### config.mk
export PLATFORM = sky130hd
export DESIGN_NAME = sbmips_stack
export DESIGN_NICKNAME = d
export VERILOG_FILES = /design/src/rtl/sbmips_stack.sv
export SDC_FILE = /design/constraint.sdc
export NUM_CORES = 1
export LEC_CHECK = 0
export BUFFER_PORTS_ARGS = -buffer_cell sky130_fd_sc_hd__buf_2
export CAP_MARGIN = 20
export CORE_MARGIN = 4
export CORE_UTILIZATION = 50
export CTS_BUF_LIST = sky130_fd_sc_hd__clkbuf_4
export DETAILED_ROUTE_END_ITERATION = 16
export GPL_TIMING_DRIVEN = 0
export PLACE_DENSITY = 0.71
export SYNTH_ARGS = -nofsm -noshare
export SYNTH_HDL_FRONTEND = slang
export SYNTH_SLANG_ARGS = --single-unit
export TNS_END_PERCENT = 30
### constraint.sdc
create_clock -name clk_i -period 3.97 [get_ports clk_i]
set_input_delay 0.5955 -clock clk_i [delete_from_list [all_inputs] [get_ports clk_i]]
set_output_delay 0.5955 -clock clk_i [all_outputs]
set_load 0.01 [all_outputs]
### src/rtl/sbmips_stack.sv
// Operand stack for the SBMIPS multicycle controller: push/pop/tos with registered read data
// and sticky overflow/underflow flags. One command completes per cycle.
module sbmips_stack #(
   parameter int unsigned WIDTH = 8,
   parameter int unsigned DEPTH = 16,
   parameter int unsigned AW    = 4
) (
   input  logic             clk_i,
   input  logic             rst_i,
   input  logic             push_i,
   input  logic             pop_i,
   input  logic             tos_i,
   input  logic [WIDTH-1:0] din_i,
   input  logic             err_clr_i,
   output logic [WIDTH-1:0] dout_o,
   output logic [AW:0]      count_o,
   output logic             empty_o,
   output logic             full_o,
   output logic             overflow_o,
   output logic             underflow_o
);

   localparam logic [AW:0]   DepthCnt = (AW+1)'(DEPTH);
   localparam logic [AW:0]   CntOne   = (AW+1)'(1);
   localparam logic [AW-1:0] IdxOne   = AW'(1);

   logic [WIDTH-1:0] mem_q [DEPTH];
   logic [AW:0]      count_q, count_d;
   logic [WIDTH-1:0] dout_q, dout_d;
   logic             ovf_q, ovf_d;
   logic             unf_q, unf_d;
   logic             we;
   logic [AW-1:0]    waddr;
   logic [AW-1:0]    top_idx;
   logic             is_empty, is_full;

   assign is_empty = (count_q == '0);
   assign is_full  = (count_q == DepthCnt);
   // Wraps to DEPTH-1 when count == DEPTH, which is the correct top slot.
   assign top_idx  = count_q[AW-1:0] - IdxOne;

   always_comb begin
      count_d = count_q;
      dout_d  = dout_q;
      ovf_d   = err_clr_i ? 1'b0 : ovf_q;
      unf_d   = err_clr_i ? 1'b0 : unf_q;
      we      = 1'b0;
      waddr   = count_q[AW-1:0];

      if (pop_i || tos_i) begin
         if (is_empty) begin
            unf_d = 1'b1;
         end else begin
            dout_d = mem_q[top_idx];
         end
      end

      if (push_i) begin
         if (pop_i && !is_empty) begin
            // Replace top in place; count and full are irrelevant.
            we    = 1'b1;
            waddr = top_idx;
         end else if (is_full) begin
            ovf_d = 1'b1;
         end else begin
            we      = 1'b1;
            count_d = count_q + CntOne;
         end
      end else if (pop_i && !is_empty) begin
         count_d = count_q - CntOne;
      end
   end

   always_ff @(posedge clk_i) begin
      if (rst_i) begin
         count_q <= '0;
         dout_q  <= '0;
         ovf_q   <= 1'b0;
         unf_q   <= 1'b0;
      end else begin
         count_q <= count_d;
         dout_q  <= dout_d;
         ovf_q   <= ovf_d;
         unf_q   <= unf_d;
      end
   end

   // Storage is intentionally not reset; reset only blocks a same-cycle write.
   always_ff @(posedge clk_i) begin
      if (!rst_i && we) begin
         mem_q[waddr] <= din_i;
      end
   end

   assign dout_o      = dout_q;
   assign count_o     = count_q;
   assign empty_o     = is_empty;
   assign full_o      = is_full;
   assign overflow_o  = ovf_q;
   assign underflow_o = unf_q;

endmodule

=== Word-level counts from Yosys, hierarchy flattened ===
Memory sizes are Yosys's and may differ from the RTL's. A register that Yosys moved wholly into a read port is not among the register bits.
Cells that the tools add are included.

* Output and inout bits: 17
* Logic and storage cells: 38
* Latch bits: 0
* Bits in writable memories: 128
* Input bits: 14
* Bits in read-only memories: 0
* Memories: 1
* Bits in registers: 7

* Shift-type cells: 0
* Reductions and logical operators: 9
* Multiplexer cells: 18
* Bitwise gates (word level): 1
* Multiply operators: 0
* Order comparisons: 0
* Add/sub/neg operators: 3
* Div/mod/pow operators: 0
* Eq/ne operators: 3

{| class="wikitable"
|+ Memory list
! name !! words !! width !! read ports !! clocked after Yosys merged registers in !! write ports !! line !! text
|-
| mem_q || 16 || 8 || 1 || 1 || 1 || 27 || <nowiki>logic [WIDTH-1:0] mem_q [DEPTH];</nowiki>
|}

{| class="wikitable"
|+ Operator list
! cell !! count
|-
| 2-to-1 mux 5 bit || 4
|-
| 2-to-1 mux 1 bit || 12
|-
| 2-to-1 mux 4 bit || 2
|-
| adder 5 x 1 -> 5 bit (second input constant) || 1
|-
| equality test 5 bit (second input constant) || 1
|-
| logical NOT 5 bit || 1
|-
| subtractor 5 x 1 -> 5 bit (second input constant) || 1
|-
| subtractor 4 x 1 -> 4 bit (second input constant) || 1
|-
| AND reduction 3 bit || 1
|-
| logical AND 1 bit || 2
|-
| logical NOT 1 bit || 2
|-
| != test 2 x 1 -> 1 bit (second input constant) || 1
|-
| != test 2 bit (second input constant) || 1
|-
| AND reduction 2 bit || 1
|-
| nonzero test 2 bit || 1
|-
| logical OR 1 bit || 1
|-
| NOT 1 bit || 1
|}

=== Longest topological paths before layout ===
Gate-level depths: netlist (run 1).

* Depth in word-level cells: 8
* Gate-level depth with buffers: 10
* Depth with buffers taken out: 7

=== Least setup slack after synthesis (run 1) ===
OpenSTA, ideal clock, no wires.

* Path kind: register -> register
* From: reg count_q[0], in the netlist count_o[0]
* To: mem mem_q[13][0] (enable)
* Stages on the path, launching flop included: 10
* Slack: 1222 ps
* Required time: 3600 ps
* Period minus slack after synthesis: 2748 ps
* Library setup time: 370 ps
* Buffers on the path: 2
* Arrival: 2378 ps
* Path through: dfxtp_1 buf_6 buf_6 inv_1 ha_1 nor4b_4 and4b_4 xor2_1 nand2_1 nor2_1

* Word-level cells in the longest chain between the ends: 8
* Elaborated cells on any way between the ends: 13
* Those cells by class: 1 x add/sub; 1 x eq/ne; 7 x mux; 4 x reduce/logical

{| class="wikitable"
|+ Ends and longest elaborated chain
! element !! line !! text
|-
| start, declared || 28 || <nowiki>logic [AW:0] count_q, count_d;</nowiki>
|-
| start signal, assigned || 81 || <nowiki>count_q <= count_d;</nowiki>
|-
| logical NOT 5 bit * || 37 || <nowiki>assign is_empty = (count_q == '0);</nowiki>
|-
| named net empty_o || 17 || <nowiki>output logic empty_o,</nowiki>
|-
| logical NOT 1 bit * || 59 || <nowiki>if (pop_i && !is_empty) begin</nowiki>
|-
| logical AND 1 bit * || 59 ||
|-
| 2-to-1 mux 1 bit || 59 ||
|-
| 2-to-1 mux 1 bit || 58 || <nowiki>if (push_i) begin</nowiki>
|-
| logical AND 1 bit || 90 || <nowiki>if (!rst_i && we) begin</nowiki>
|-
| 2-to-1 mux 1 bit || 90 ||
|-
| 2-to-1 mux 1 bit (not written as such) || 91 || <nowiki>mem_q[waddr] <= din_i;</nowiki>
|-
| end, declared || 27 ||
|}

The timed path passes the listed nets; every way through them passes the cells marked *.

=== Final worst setup path (run 1) ===
* From: reg count_q[0], in the netlist count_o[0]
* To: mem mem_q[12][2] (enable)

* Word-level cells in the longest chain between the ends: 8
* Elaborated cells on any way between the ends: 13
* Those cells by class: 1 x add/sub; 1 x eq/ne; 7 x mux; 4 x reduce/logical

{| class="wikitable"
|+ Ends and longest elaborated chain
! element !! line
|-
| logical NOT 5 bit || 37
|-
| logical NOT 1 bit || 59
|-
| logical AND 1 bit || 59
|-
| 2-to-1 mux 1 bit || 59
|-
| 2-to-1 mux 1 bit || 58
|-
| logical AND 1 bit || 90
|-
| 2-to-1 mux 1 bit || 90
|-
| 2-to-1 mux 1 bit (not written as such) || 91
|}

Parallel ways exist; a longest one is shown, timed or not.

==> results.sh, run 1 <==
export IMPL_swShare_pct=35.4
export IMPL_vias=3191
export IMPL_vdd_drop_max_uv=622
export IMPL_drtIter0Drc=321
export IMPL_wl_per_cell_um=22.3
export IMPL_io_buffers=28
export IMPL_rows=39
export IMPL_fmax_mhz=286
export IMPL_preCtsSetupSlack_ns=0.527
export IMPL_grt_ovfl_total=0
export IMPL_gp_congestion=0.801
export IMPL_syn_area_per_cell_um2=17.2
export IMPL_syn_inst=340
export IMPL_core_area_um2=11400
export IMPL_tightest_slew_ns=0.869
export IMPL_clockBufferDepth=2
export IMPL_cts_setup_buffers=0
export IMPL_powerDensity_nw_per_um2=711
export IMPL_grt_pass1_vias=3322
export IMPL_drt_pass1_iterations=5
export IMPL_ys_ff_latch=143
export IMPL_cap_violations=0
export IMPL_final_common_cell="edfxtp_1"
export IMPL_required_ns=4.11
export IMPL_grt_total_usage_pct=19.6
export IMPL_fin_nets=407
export IMPL_setup_viol=0
export IMPL_post_route_period_util_pct=88.1
export IMPL_drive_gt1_share_pct=26.5
export IMPL_viasPerCell=5.88
export IMPL_cp_start_kind="flip-flop"
export IMPL_cts_resized=0
export IMPL_cts_tree="built"
export IMPL_antenna_found_initial=0
export IMPL_synth_distinct_cells=39
export IMPL_combPwrFrac_pct=39.6
export IMPL_maxSlewViolCount=0
export IMPL_yosysSeqAreaShare_pct=70.8
export IMPL_yosys_warnings=0
export IMPL_hold_viol=0
export IMPL_utilization_pct=56.6
export IMPL_cts_made_buffers=17
export IMPL_io_pins=31
export IMPL_dieArea_um2=13500
export IMPL_rsz0062_at_grt="no"
export IMPL_fp_dieH_um=116
export IMPL_ys_async_sr_fraction_pct=0
export IMPL_cp_max_fo=10
export IMPL_max_slew_margin_pct=41.9
export IMPL_internal_power_mw=2.96
export IMPL_synth_edf_count=128
export IMPL_syn_nets=360
export IMPL_grt_pass1_wl_um=18900
export IMPL_syn_area_um2=5850
export IMPL_seqPwrFrac_pct=40.3
export IMPL_hold_path_class="in2reg"
export IMPL_endpoint_kind="flip-flop"
export IMPL_n_antenna_cell=0
export IMPL_drcViolationCount=0
export IMPL_leakagePower_nw=2.24
export IMPL_ys_flop_type="edfxtp_1"
export IMPL_syn_to_final_growth_pct=10.3
export IMPL_hold_buffers=0
export IMPL_dp_hpwl_um=8030
export IMPL_ant_nets=0
export IMPL_htreeDepth=4
export IMPL_final_setup_tns_ns=0
export IMPL_clk_latency_ns=0.52
export IMPL_final_cell_mix="edfxtp_1, nand2_1, buf_2, mux4_2, nor2_1"
export IMPL_fin_ws_ns=0.471
export IMPL_status="complete, no violations"
export IMPL_cp_arrival_ns=3.64
export IMPL_die_w_um=116
export IMPL_p_switching_mw=1.63
export IMPL_clock_root_buffer="clkbuf_4"
export IMPL_grt_max_degree=17
export IMPL_fillers=890
export IMPL_routed_wl_um=12100
export IMPL_initial_core_util_pct=51.3
export IMPL_p_clk_share_pct=20.1
export IMPL_clock_skew_ns=0.0202
export IMPL_period_minus_slack_ns=3.50
export IMPL_clkTransAtPathRegs_ns=0.12
export IMPL_cts_sinks=143
export IMPL_worstSetupPathType="reg2reg"
==> layout make-up <==
cell class	count	area [µm²]	share of cell area [%]
inverters	6	22.5	0.349
multi-input cells	176	1590	24.6
well taps	143	179	2.77
repair buffers	28	140	2.17
plain buffers	15	97.6	1.51
clock buffers	18	135	2.09
clock inverters	14	149	2.31
flip-flops and latches	143	4140	64.2
==> path summary, 6_finish.rpt <==
path                    start           end  slack [ns]  cells after the start
hold reg to reg   underflow_o   underflow_o        0.47                      2
setup reg to reg   count_o[0]  mem_q[12][2]        0.47                     10
hold / removal      err_clr_i   underflow_o        0.35                      4
setup / recovery   count_o[0]  mem_q[12][2]        0.47                     10
==> critical path, cell delays in order (launching register included) <==
cell and delay [ns]:
dfxtp_1 0.47, buf_6 0.24, buf_6 0.20, inv_1 0.16, ha_1 0.31, buf_2 0.22, buf_2 0.32, inv_1 0.10
nor3_1 0.22, a31oi_1 0.15, nor2_1 0.73
==> kinds of logic after synthesis <==
logic type	Yosys count	share of synthesized area, %
adder cells (fa/ha/maj)	6	1.41
AND/OR/NAND/NOR	83	6.50
buffers and inverters	21	2.05
flip-flops	143	70.8
AO/OA/AOI/OAI	43	4.96
multiplexers	35	12.8
XOR/XNOR	9	1.47
==> synth_stat cells (2+ instances only) <==
library cell | number | area [µm²]
ha_1 | 5 | 62.6
mux4_2 | 32 | 721
a21o_1 | 3 | 22.5
a31oi_1 | 3 | 18.8
dfxtp_1 | 15 | 300
nand2_1 | 42 | 158
xnor2_1 | 4 | 35.0
nand2b_1 | 2 | 12.5
a21oi_1 | 20 | 100
buf_6 | 4 | 45.0
mux2i_1 | 3 | 30.0
nor2_1 | 25 | 93.8
clkbuf_1 | 4 | 15.0
edfxtp_1 | 128 | 3840
buf_2 | 6 | 30.0
a211o_1 | 8 | 70.1
xor2_1 | 4 | 35.0
nor3_1 | 6 | 30.0
inv_1 | 6 | 22.5
==> routing by layer <==
metal,GRT usage [%],part of all wire [%],up-vias
met4,6.42,1.7,0
met5,0,0,-
met2,32.0,50,127
met1,26.3,42,1611
met3,4.72,6.4,22
li1,-,-,1431
==> state kept, by name, indices dropped and copies added, names as in the netlist <==
signal,flops
count_o,5
underflow_o,1
overflow_o,1
dout_o,8
mem_q,128
==> power by group through the flow <==
stage	clock, mW	combinational (mW)	sequential (mW)
after floorplan	0	1.30	1.89
after global placement	0	1.77	1.88
after detailed placement	0	1.81	1.89
after CTS	0.939	1.82	1.85
after global routing	1.02	1.97	1.86
final	0.925	1.82	1.85
==> per-stage QoR <==
step / cells / cell area, µm² / hold WS (ns) / power (mW)
6_report: 543 / 6460 / 0.351 / 4.59
5_1_grt: 543 / 6460 / 0.326 / 4.86
4_1_cts: 543 / 6460 / 0.315 / 4.61
3_5_place_dp: 511 / 6170 / 0.458 / 3.70
3_3_place_gp: 511 / 6170 / 0.451 / 3.64
2_1_floorplan: 340 / 5850 / 0.487 / 3.18
Note: power is estimated with default switching activity, not from simulation.
==> run 2: changes to the inputs <==
--- a/config.mk
+++ b/config.mk
@@ -8,11 +8,10 @@
 export BUFFER_PORTS_ARGS = -buffer_cell sky130_fd_sc_hd__buf_2
 export CAP_MARGIN = 20
 export CORE_MARGIN = 4
-export CORE_UTILIZATION = 50
-export CTS_BUF_LIST = sky130_fd_sc_hd__clkbuf_4
+export CORE_UTILIZATION = 55
 export DETAILED_ROUTE_END_ITERATION = 16
 export GPL_TIMING_DRIVEN = 0
-export PLACE_DENSITY = 0.71
+export PLACE_DENSITY = 0.77
 export SYNTH_ARGS = -nofsm -noshare
 export SYNTH_HDL_FRONTEND = slang
 export SYNTH_SLANG_ARGS = --single-unit
==> results.sh, run 2 (synthesis results as in run 1) <==
export IMPL_instances_no_fill=536
export IMPL_fin_nets=407
export IMPL_grt_ovfl_total=0
export IMPL_combPwrFrac_pct=34.8
export IMPL_maxSlewViolCount=0
export IMPL_cts_resized=0
export IMPL_cts_sinks=143
export IMPL_gp_congestion=0.840
export IMPL_dieArea_um2=12400
export IMPL_placed_area_um2=6160
export IMPL_fmax_mhz=294
export IMPL_htreeDepth=4
export IMPL_highest_layer="met4"
export IMPL_powerDensity_nw_per_um2=775
export IMPL_fin_area_um2=6750
export IMPL_p_clk_share_pct=29.7
export IMPL_io_pins=31
export IMPL_grt_pass1_wl_um=19300
export IMPL_dp_cells=504
export IMPL_top_register="mem_q"
export IMPL_cp_arrival_ns=3.55
export IMPL_dp_hpwl_um=7630
export IMPL_antenna_found_initial=0
export IMPL_met2WireLength_um=5880
export IMPL_hold_viol=0
export IMPL_fp_dieH_um=111
export IMPL_grt_max_degree=17
export IMPL_cts_setup_buffers=0
export IMPL_ant_nets=0
export IMPL_routed_wl_um=12200
export IMPL_post_route_period_util_pct=85.7
export IMPL_grt_pass1_vias=3295
export IMPL_clkTransAtPathRegs_ns=0.06
export IMPL_max_slew_margin_pct=43.5
export IMPL_cap_violations=0
export IMPL_drtIter0Drc=398
export IMPL_final_setup_tns_ns=0
export IMPL_syn_to_final_growth_pct=15.3
export IMPL_die_w_um=111
export IMPL_status="complete, no violations"
export IMPL_seqPwrFrac_pct=35.5
export IMPL_io_buffers=28
export IMPL_endpoint_kind="flip-flop"
export IMPL_final_cell_mix="edfxtp_1, nand2_1, buf_2, mux4_2, nor2_1"
export IMPL_cts_made_buffers=17
export IMPL_largest_register_ff_count=128
export IMPL_drive_gt1_share_pct=26.8
export IMPL_vdd_drop_max_uv=341
export IMPL_vias=3245
export IMPL_p_switching_mw=1.73
export IMPL_rows=37
export IMPL_rsz0062_at_grt="no"
export IMPL_final_common_cell="edfxtp_1"
export IMPL_grt_total_usage_pct=21.3
export IMPL_drcViolationCount=0
export IMPL_reg2reg_slack_ns=0.57
export IMPL_cp_max_fo=10
export IMPL_core_area_um2=10300
export IMPL_viasPerCell=6.05
export IMPL_cp_start_kind="flip-flop"
export IMPL_fillers=664
export IMPL_clk_latency_ns=0.52
export IMPL_required_ns=4.12
export IMPL_hold_buffers=0
export IMPL_worstSetupPathType="reg2reg"
export IMPL_wl_per_cell_um=22.8
export IMPL_clockBufferDepth=2
export IMPL_leakagePower_nw=2.36
export IMPL_cts_tree="built"
export IMPL_n_antenna_cell=0
export IMPL_setup_viol=0
export IMPL_clock_skew_ns=0.00841
export IMPL_initial_core_util_pct=56.7
export IMPL_period_minus_slack_ns=3.40
export IMPL_routed_wl_met3_um=959
export IMPL_hold_path_class="in2reg"
export IMPL_met1Wirelength_um=5120
export IMPL_drt_pass1_iterations=5
export IMPL_clock_root_buffer="clkbuf_8"
export IMPL_swShare_pct=33.1
export IMPL_tightest_slew_ns=0.844
export IMPL_internal_power_mw=3.50
[run 2: cell types whose count changed in the layout (fill, tap and decap cells not counted), sizes merged]
cell      change
clkinvlp      +1
clkinv        -1
[run 2: layout make-up]
cell class,count,area [µm²],area share [%]
Buffer,15,97.6,1.45
Clock buffer,18,418,6.19
Clock inverter,14,169,2.50
Inverter,6,22.5,0.334
Multi-Input combinational cell,176,1590,23.6
Sequential cell,143,4140,61.4
Tap cell,136,170,2.52
Timing Repair Buffer,28,140,2.08
[run 2: routing by layer]
metal	track usage (%)	up-vias
met2	32.1	168
li1	-	1434
met4	7.87	0
met5	0	-
met3	6.22	24
met1	29.8	1619
[run 2: final timing paths]
check | startpoint | end | cells after the start
hold / removal | err_clr_i | underflow_o | 4
hold reg to reg | underflow_o | underflow_o | 2
setup / recovery | count_o[0] | mem_q[8][5] | 10
setup reg to reg | count_o[0] | mem_q[8][5] | 10
[run 2: power by group through the flow]
stage / clock (mW) / sequential (mW) / combinational [mW]
3_3_place_gp: 0 / 1.88 / 1.75
4_1_cts: 1.57 / 1.86 / 1.82
6_report: 1.55 / 1.86 / 1.82
5_1_grt: 1.65 / 1.87 / 1.99
2_1_floorplan: 0 / 1.89 / 1.30
3_5_place_dp: 0 / 1.89 / 1.78
[run 2: stage by stage]
step | utilization [%] | worst slack, ns | hold slack, ns | total power, mW
global route | 65.4 | 0.218 | 0.352 | 5.50
detailed placement | 59.7 | 0.554 | 0.462 | 3.67
finish | 65.4 | 0.568 | 0.343 | 5.23
floorplan | - | 1.22 | 0.487 | 3.18
CTS | 65.4 | 0.560 | 0.320 | 5.24
global placement | 59.7 | 0.614 | 0.452 | 3.62
[run 2: worst max-delay path, stage by stage, from the launching register on]
cell and delay (ns):
dfxtp_1 0.49, buf_6 0.24, buf_6 0.19, inv_1 0.15, ha_1 0.31, buf_2 0.21, buf_2 0.31, inv_1 0.09
nor3_1 0.18, a31oi_1 0.14, nor2_1 0.71
==> run 3: changes to the inputs <==
--- a/config.mk
+++ b/config.mk
@@ -5,6 +5,7 @@
 export SDC_FILE = /design/constraint.sdc
 export NUM_CORES = 1
 export LEC_CHECK = 0
+export ABC_CLOCK_PERIOD_IN_PS = 3500
 export BUFFER_PORTS_ARGS = -buffer_cell sky130_fd_sc_hd__buf_2
 export CAP_MARGIN = 20
 export CORE_MARGIN = 4
@@ -12,6 +13,7 @@
 export DETAILED_ROUTE_END_ITERATION = 16
 export GPL_TIMING_DRIVEN = 0
 export PLACE_DENSITY = 0.77
+export RECOVER_POWER = 50
 export SYNTH_ARGS = -nofsm -noshare
 export SYNTH_HDL_FRONTEND = slang
 export SYNTH_SLANG_ARGS = --single-unit
==> constraint.sdc (replaced) <==
create_clock -name clk_i -period 3.5 [get_ports clk_i]
set_input_delay 0.525 -clock clk_i [delete_from_list [all_inputs] [get_ports clk_i]]
set_output_delay 0.525 -clock clk_i [all_outputs]
set_load 0.01 [all_outputs]
==> results.sh, run 3 (synthesis results as in run 1) <==
export IMPL_wl_per_cell_um=22.8
export IMPL_htreeDepth=4
export IMPL_hold_viol=0
export IMPL_cts_sinks=143
export IMPL_p_switching_mw=1.98
export IMPL_fin_ws_ns=0.124
export IMPL_gp_congestion=0.840
export IMPL_n_antenna_cell=0
export IMPL_fmax_mhz=296
export IMPL_vias=3217
export IMPL_maxSlewViolCount=0
export IMPL_cts_tree="built"
export IMPL_endpoint_kind="flip-flop"
export IMPL_syn_to_final_growth_pct=15.4
export IMPL_viasPerCell=6.00
export IMPL_clock_root_buffer="clkbuf_8"
export IMPL_setup_viol=0
export IMPL_instances_no_fill=536
export IMPL_clk_latency_ns=0.52
export IMPL_grt_pass1_vias=3295
export IMPL_seq_area_um2=4140
export IMPL_core_area_um2=10300
export IMPL_status="complete, no violations"
export IMPL_grt_pass1_wl_um=19300
export IMPL_vdd_drop_max_uv=386
export IMPL_startpoint="count_o[0]"
export IMPL_drtIter0Drc=425
export IMPL_cts_made_buffers=17
export IMPL_rr_endpoint="mem_q[1][1]"
export IMPL_path_buf_inv=6
export IMPL_clockBufferDepth=2
export IMPL_io_buffers=28
export IMPL_fin_total_pwr_mw=5.94
export IMPL_io_pins=31
export IMPL_final_cell_mix="edfxtp_1, nand2_1, mux4_2, buf_2, a21oi_1"
export IMPL_grt_max_degree=17
export IMPL_largest_register_ff_count=128
export IMPL_worstSetupPathType="reg2reg"
export IMPL_cap_violations=0
export IMPL_drcViolationCount=0
export IMPL_grt_total_usage_pct=21.3
export IMPL_cp_start_kind="flip-flop"
export IMPL_hold_ws_ns=0.270
export IMPL_drive_gt1_share_pct=25.8
export IMPL_powerDensity_nw_per_um2=879
export IMPL_fin_nets=407
export IMPL_grt_ovfl_total=0
export IMPL_clock_skew_ns=0.00735
export IMPL_final_common_cell="edfxtp_1"
export IMPL_post_route_period_util_pct=96.5
export IMPL_fp_dieH_um=111
export IMPL_rows=37
export IMPL_endpoint="mem_q[1][1]"
export IMPL_leakagePower_nw=2.32
export IMPL_clkTransAtPathRegs_ns=0.06
export IMPL_dieArea_um2=12400
export IMPL_cp_arrival_ns=3.52
export IMPL_ant_nets=0
export IMPL_dp_hpwl_um=7630
export IMPL_tightest_slew_ns=0.793
export IMPL_antenna_found_initial=0
export IMPL_max_slew_margin_pct=46.9
export IMPL_rsz0062_at_grt="yes"
export IMPL_cp_depth=10
export IMPL_cp_top_family="buffers and inverters"
export IMPL_multi_input_area_um2=1610
export IMPL_hold_path_class="in2reg"
export IMPL_reg2reg_slack_ns=0.12
export IMPL_required_ns=3.65
export IMPL_critPathSlowestCell="nor2_1"
export IMPL_seqPwrFrac_pct=35.5
export IMPL_preCtsSetupSlack_ns=0.0835
export IMPL_crit_path_cell_trace="buf_6 > buf_6 > inv_1 > ha_1 > buf_2 > buf_2 > inv_1 > nor3_1 > a31oi_1 > nor2_1"
export IMPL_fillers=669
export IMPL_routed_wl_um=12200
export IMPL_r2r_cells=10
export IMPL_combPwrFrac_pct=34.9
export IMPL_r2r_start="count_o[0]"
export IMPL_cp_max_fo=10
export IMPL_dp_cells=504
export IMPL_hold_buffers=0
export IMPL_swShare_pct=33.3
export IMPL_internal_power_mw=3.96
export IMPL_drt_pass1_iterations=5
export IMPL_period_minus_slack_ns=3.38
export IMPL_p_clk_share_pct=29.6
export IMPL_initial_core_util_pct=56.7
export IMPL_top_register="mem_q"
export IMPL_cp_slowest_stage_delay_ns=0.69
export IMPL_die_w_um=111
-- run 3: cell types whose count changed in the layout (fill, tap and decap cells not counted), sizes merged --
cell and change:
clkbuf +12, buf -12
-- run 3: power groups by stage --
stage / clock (mW) / sequential (mW) / combinational [mW]
2_1_floorplan: 0 / 2.14 / 1.47
3_3_place_gp: 0 / 2.13 / 1.98
3_5_place_dp: 0 / 2.14 / 2.02
4_1_cts: 1.78 / 2.11 / 2.06
5_1_grt: 1.87 / 2.12 / 2.27
6_report: 1.76 / 2.11 / 2.07
-- run 3: worst min-delay path: cells and delay by family --
kind / cells / cell delay [ns]
buffers and inverters: 2 / 0.11
AO/OA/AOI/OAI: 1 / 0.06
AND/OR/NAND/NOR: 1 / 0.05
-- run 3: worst min path at each step --
stage           startpoint     endpoint  slack (ns)  depth (start not counted)
3_3_place_gp     dout_o[2]    dout_o[2]        0.45                          1
3_5_place_dp   underflow_o  underflow_o        0.46                          2
2_1_floorplan  underflow_o  underflow_o        0.49                          2
5_1_grt          err_clr_i  underflow_o        0.28                          4
6_report         err_clr_i  underflow_o        0.27                          4
4_1_cts          err_clr_i  underflow_o        0.25                          4
-- run 3: area by class of cell --
class,instances,area share (%)
multi-input cells,176,23.8
clock inverters,14,2.50
plain buffers,15,1.44
clock buffers,18,6.19
inverters,6,0.333
well taps,136,2.52
flip-flops and latches,143,61.3
repair buffers,28,1.85
-- run 3: per-stage QoR --
stage / util (%) / setup TNS, ns / cell area [µm²]
2_1_floorplan: - / 0 / 5850
3_3_place_gp: 59.7 / 0 / 6160
3_5_place_dp: 59.7 / 0 / 6160
4_1_cts: 65.4 / 0 / 6750
5_1_grt: 65.4 / -4.38 / 6760
6_report: 65.4 / 0 / 6760
-- run 3: repair_timing --
action / 4_1_cts / 5_1_grt
setup endpoints to repair: 0 / 87
setup buffers: 0 / 0
resized for setup: 0 / 8
hold endpoints to repair: 0 / 0
-- run 3: routing by layer --
metal  wire length (µm)  track usage, %
met5                  0               0
met4                260            7.87
met3               1010            6.22
met2               5770            32.1
met1               5190            29.8
